**src/rtl/instruction_fetch_unit.sv**
```systemverilog
// Fetch stage: assembles a 16-bit instruction from two byte reads (low byte first)
// and holds it under a valid/ready handshake until the decode stage takes it.
module instruction_fetch_unit #(
    parameter int                ADDR_W   = 16,
    parameter logic [ADDR_W-1:0] RESET_PC = '0
) (
    input  logic              Clock,
    input  logic              Reset,
    input  logic              Fetch_En,
    input  logic              Branch_En,
    input  logic [ADDR_W-1:0] Branch_Target,
    input  logic [7:0]        Mem_Data,
    output logic [ADDR_W-1:0] Mem_Address,
    output logic              Mem_CS,
    output logic              Mem_WR,
    output logic [15:0]       Instr_Out,
    output logic [5:0]        Instr_Opcode,
    output logic [ADDR_W-1:0] Instr_PC,
    output logic              Instr_Valid,
    input  logic              Instr_Ready,
    output logic [ADDR_W-1:0] PC_Out,
    output logic [1:0]        Fetch_State
);

    // Handshake: a word transfers on any cycle where Instr_Valid and Instr_Ready
    // are both 1; while Instr_Valid is 1, Instr_Out and Instr_PC do not change.
    typedef enum logic [1:0] {
        S_REQ_L = 2'd0,
        S_REQ_H = 2'd1,
        S_CAP_H = 2'd2,
        S_VALID = 2'd3
    } fetch_state_t;

    fetch_state_t      state;
    logic [ADDR_W-1:0] pc;
    logic [15:0]       instrOut;
    logic [ADDR_W-1:0] instrPc;
    logic              instrValid;

    always_ff @(posedge Clock) begin
        if (Reset) begin
            state      <= S_REQ_L;
            pc         <= RESET_PC;
            instrOut   <= '0;
            instrPc    <= '0;
            instrValid <= 1'b0;
        end else if (Branch_En) begin
            // Redirect drops any partially assembled word; a word sitting in
            // S_VALID with Instr_Ready high has already been consumed this cycle.
            state      <= S_REQ_L;
            pc         <= Branch_Target;
            instrValid <= 1'b0;
        end else begin
            case (state)
                S_REQ_L: begin
                    if (Fetch_En) begin
                        instrPc <= pc;
                        pc      <= pc + ADDR_W'(1);
                        state   <= S_REQ_H;
                    end
                end
                S_REQ_H: begin
                    instrOut[7:0] <= Mem_Data;
                    pc            <= pc + ADDR_W'(1);
                    state         <= S_CAP_H;
                end
                S_CAP_H: begin
                    instrOut[15:8] <= Mem_Data;
                    instrValid     <= 1'b1;
                    state          <= S_VALID;
                end
                S_VALID: begin
                    if (Instr_Ready) begin
                        instrValid <= 1'b0;
                        state      <= S_REQ_L;
                    end
                end
                default: state <= S_REQ_L;
            endcase
        end
    end

    // Chip select is decoded from the current state and inputs so that reset
    // and a redirect suppress the access in the same cycle they are seen.
    always_comb begin
        Mem_CS = 1'b1;
        if (!Reset && !Branch_En) begin
            case (state)
                S_REQ_L: Mem_CS = !Fetch_En;
                S_REQ_H: Mem_CS = 1'b0;
                default: Mem_CS = 1'b1;
            endcase
        end
    end

    assign Mem_Address  = pc;
    assign Mem_WR       = 1'b0;
    assign Instr_Out    = instrOut;
    assign Instr_Opcode = instrOut[15:10];
    assign Instr_PC     = instrPc;
    assign Instr_Valid  = instrValid;
    assign PC_Out       = pc;
    assign Fetch_State  = state;

endmodule
```
**config.mk**
```make
export PLATFORM = sky130hd
export DESIGN_NAME = instruction_fetch_unit
export DESIGN_NICKNAME = d
export VERILOG_FILES = /design/src/rtl/instruction_fetch_unit.sv
export SDC_FILE = /design/constraint.sdc
export NUM_CORES = 1
export LEC_CHECK = 0
export CAP_MARGIN = 10
export CORE_MARGIN = 1.5
export CORE_UTILIZATION = 43
export CTS_CLUSTER_SIZE = 14
export DETAILED_ROUTE_END_ITERATION = 8
export PLACE_DENSITY = 0.86
export SYNTH_ARGS = -nofsm -noshare
export SYNTH_HDL_FRONTEND = slang
export SYNTH_SLANG_ARGS = --single-unit
export TNS_END_PERCENT = 10
```
**constraint.sdc**
```tcl
create_clock -name Clock -period 2.2 [get_ports Clock]
set_input_delay 0.44 -clock Clock [delete_from_list [all_inputs] [get_ports Clock]]
set_output_delay 0.44 -clock Clock [all_outputs]
set_load 0.05 [all_outputs]
```
# Word-level counts from Yosys, hierarchy flattened
# Cells that the tools add are included.
# word_totals
regBits,51
inputBits,29
out_inout_bits,75
wordCells,38
# op_classes
n_bitwise,1
reduce_logical,14
add_sub_neg,1
mux,10
eq_ne,6
# ops
cell,n
two-way mux 16 bit,2
case mux 16 bit (2 select lines),1
adder 16 x 1 -> 16 bit (second input constant),1
AND reduction 2 bit,5
case mux 2 bit (4 select lines),1
equality test 2 bit (second input constant),2
two-way mux 2 bit,2
inequality test 2 bit (second input constant),2
case mux 1 bit (2 select lines),2
zero test 1 bit,3
inequality test 3 bit (second input constant),1
AND reduction 3 bit,1
nonzero test 3 bit,1
equality test 2 x 1 -> 1 bit (second input constant),1
zero test 2 bit,1
two-way mux 1 bit,2
nonzero test 2 bit,1
OR reduction 2 bit,1
logical AND 1 bit,1
NOT 1 bit,1

# Logic depth before layout (Yosys ltp)
# logic_depth
depth_word,4
depth_mapped,8
mapped_depth_nobuf,6

# Least setup slack after synthesis
# Ideal clock, no wire load.
# synth_timing
kind,register to output
start,register state[0] (netlist: Fetch_State[0])
end,output Mem_CS
required_ns,1.760
path_buffers,1
stages_incl_launch_ff,6
arrival_ns,2.027
slack_ns,-0.267
cell_sequence,dfxtp_1 -> inv_1 -> ha_1 -> mux2i_2 -> buf_4 -> nand2b_1
# synth_via
elab_chain_cells,3
word_cells_on_any_way,4
cone_classes,eq/ne (1); mux (2); reduce/logical (1)
# synth_rtl
element,line,source
from (decl),34,fetch_state_t state;
from (signal assigned),42,state <= S_REQ_L;
from (signal assigned),50,state <= S_REQ_L;
from (signal assigned),59,state <= S_REQ_H;
equality test 2 x 1 -> 1 bit or zero test 2 bit (tied branches),88,case (state)
case mux 1 bit (2 select lines) (*),88,
two-way mux 1 bit (*),87,if (!Reset && !Branch_En) begin
to (decl),14,"output logic Mem_CS,"
# Every way passes the cells marked *; elsewhere a longest branch is shown, timed or not.

# Worst setup path in the final report
# layout_timing
start,register pc[2] (netlist: Mem_Address[2])
end,output Mem_Address[2]
# layout_rtl
element,line,source
from (decl),35,logic [ADDR_W-1:0] pc;
from (signal assigned),51,pc <= Branch_Target;
from (signal assigned),58,pc <= pc + ADDR_W'(1);
from (signal assigned),64,pc <= pc + ADDR_W'(1);
to (decl),13,"output logic [ADDR_W-1:0] Mem_Address,"
# No word-level cell between the ends.

==> metrics <==
Relative slew margins=58.48%; initial detailed-routing violation count=93; clk root buf=clkbuf_8; maximum clock path buffer count=2; DR DRC count=0; WP data required=~1.8 ns; Worst Setup End Kind=primary output; Max Cap Viol=0; routed len/inst=between 10 and 15 µm; RD Place Congestion=0.7985; Initial Util=between 40% and 50%; crit path launch type=flop; Die ar.=roughly 6200 µm²; Max VDD drop=0.0004511 V; Rows=27; sequential share of power=45.9%; GRT Overall Usage=between 20 and 25%; Clock Power Share=between 20 and 30%; fmax=between 400 and 500 MHz; fin crit share=97.02%; total wire length=~5900 µm; Slew Viols, Final=0; Syn Inst Count=between 200 and 300; CP Data Arrival Time=approximately 1.7 ns; crit path cell chain=clkdlybuf4s50_1; Worst Hold Slack=between 0.4 and 0.5 ns; Post-CTS Setup Bufs=0; Via Count=roughly 2200; DIE HEIGHT=78.77 µm; CP max stage delay=0.87 ns; worst setup path class=flop to primary output; post_cts resized=0; RSZ-0062 raised after global routing=false; vias in the first global route=between 2000 and 2500; setup TNS=0 ns; mapped cell area=2469 µm²; CTS tree=yes; Avg Cell Area, Syn=roughly 8.5 µm²; Clk pin slew, worst setup/hold paths=~0.10 ns; fin nets=about 400; delay-heaviest family, CP=buffers and inverters; initial antenna violation count=0; post-synthesis async set-or-reset flop share=0%; number of buffers created by CTS=5; synth warn=0; vias per cell=4.964; GRT overflow=0; slowest CP cell=clkdlybuf4s50_1; IO Port Bufs=between 100 and 150; Post-Route Utilization=64.01%; largest net degree at the start of global routing=51; htree depth=2; ANT nets after route=0; Psw=~0.0007 W; fin crit period=about 2.1 ns; clock skew=0.01311 ns; Leak=between 1 and 1.5 nW; number of synthesized flops with an enable pin=0; # clock sinks=51; Unique masters post-synth=37; final setup vio count=0; outcome=completed; fraction of layout cells with a size suffix above 1=7.337%; CP Buf/Inv Count=1; Syn Nets=about 320; Fill cells=~470; #FFs+latches synth=51; Cell Int Power=between 0.0015 and 0.002 W; Synth-to-Final Area Change=42.78%; core region area=5507 µm²; first-pass GRT wire length=approximately 10000 µm; switching share of power=between 30% and 40%; HPWL after detailed placement=4342 µm; final hold vios=0; die width=78.77 µm; Clock Latency Late Sink=between 0.3 and 0.4 ns; Hold Path Class=input port to flop; # IOs=104; diode count=0; crit-path max FO=8; Comb power frac=between 20% and 30%; Power Dens Cells=approximately 630 nW/µm²; cts hold-fix bufs=0; slew of the pin with the lowest slew margin=around 0.62 ns; post-synthesis sequential area ratio=approximately 41%; Top FF cell, synth=dfxtp_1; drt first pass iters=6
==> worst min-delay path: stages <==
cell and delay, ns:
buf_2 0.09, nor2_1 0.06, o31ai_1 0.07, nor2_1 0.04
==> power groups by stage <==
stage | clock [W] | combinational, W | sequential [W]
2_1_floorplan | 0 | 0.000250 | 0.00115
3_3_place_gp | 0 | 0.000545 | 0.00103
3_5_place_dp | 0 | 0.000552 | 0.00103
4_1_cts | 0.000655 | 0.000554 | 0.00101
5_1_grt | 0.000691 | 0.000583 | 0.00102
6_report | 0.000642 | 0.000551 | 0.00101
==> flip-flops by register name, summed over array words and instances, names as in the netlist <==
| signal | count |
|---|---|
| Instr_PC | 16 |
| Mem_Address | 16 |
| Instr_Out | 16 |
| Instr_Valid | 1 |
| Fetch_State | 2 |
==> synthesized netlist by cell type, drive strengths merged (2+ instances only) <==
master	n	area share (%)
a2111oi	2	0.81
buf	27	7.9
ha	5	2.5
nor4	3	1.5
nor3	6	1.2
dfxtp	51	41
o21a	9	2.7
nand4	3	1.0
nor2b	5	1.3
mux2i	20	8.3
clkbuf	12	1.8
inv	18	2.7
o31a	3	1.1
nand2b	3	0.76
a21oi	30	6.1
xnor2	2	0.71
nand2	37	5.6
xor2	8	2.8
nor4b	2	0.96
and4	2	0.71
nand3	4	0.81
a31oi	2	0.51
nor2	26	4.0
==> placed cells by master (no fill, tap or decap), drive strengths merged, types with 8 or more instances in the layout <==
cell type and n:
clkdlybuf4s50 100, dfxtp 51, nand2 37, a21oi 30, nor2 26, mux2i 20, inv 18, buf 11
o21a 9, xor2 8
==> metrics by stage <==
| stage | setup WS (ns) | area, µm² | total power [W] | std cells |
|---|---|---|---|---|
| final | 0.06556 | 3525 | 0.002204 | 440 |
| after CTS | 0.04899 | 3525 | 0.002220 | 440 |
| after global placement | 0.1974 | 3418 | 0.001575 | 433 |
| after detailed placement | 0.1322 | 3418 | 0.001585 | 433 |
| after global routing | 0.007595 | 3525 | 0.002292 | 440 |
| after floorplan | 0.08464 | 2474 | 0.001402 | 289 |
==> layer usage <==
metal	up-vias	GRT usage, %	wire length [µm]
li1	1094	-	-
met1	1015	22.97	2457
met2	69	36.90	2959
met3	6	6.207	480
met4	0	4.286	49
met5	-	0	0
==> cells by family (layout without fill, tap and decap cells) <==
group,after synthesis,after routing,synth area share (%)
compound gates,49,49,12.11
xor+xnor,10,10,3.548
fa+ha+maj,5,5,2.534
buf+inv,57,136,12.42
flops,51,51,41.36
mux,21,21,8.717
other cells,1,1,0.1519
simple gates,95,95,19.16
==> area by class of cell <==
type	instances	area (µm²)	area share, %
tap	72	90.09	2.556
timing repair buffer	111	1094	31.03
inverter	18	67.56	1.917
clock inverter	2	37.54	1.065
clock buffer	5	68.82	1.952
sequential	51	1023	29.04
multi-input combinational	181	1144	32.45
==> final timing paths <==
check                                    start         endpoint  slack (ns)  depth (start not counted)
worst max register to register  Fetch_State[0]  Mem_Address[12]        0.32                          7
worst min register to register     Instr_PC[7]      Instr_PC[7]        0.46                          2
worst max-delay path            Mem_Address[2]   Mem_Address[2]        0.07                          1
worst min-delay path                     Reset   Fetch_State[0]        0.43                          4
Power figures use the tool's default switching activity.
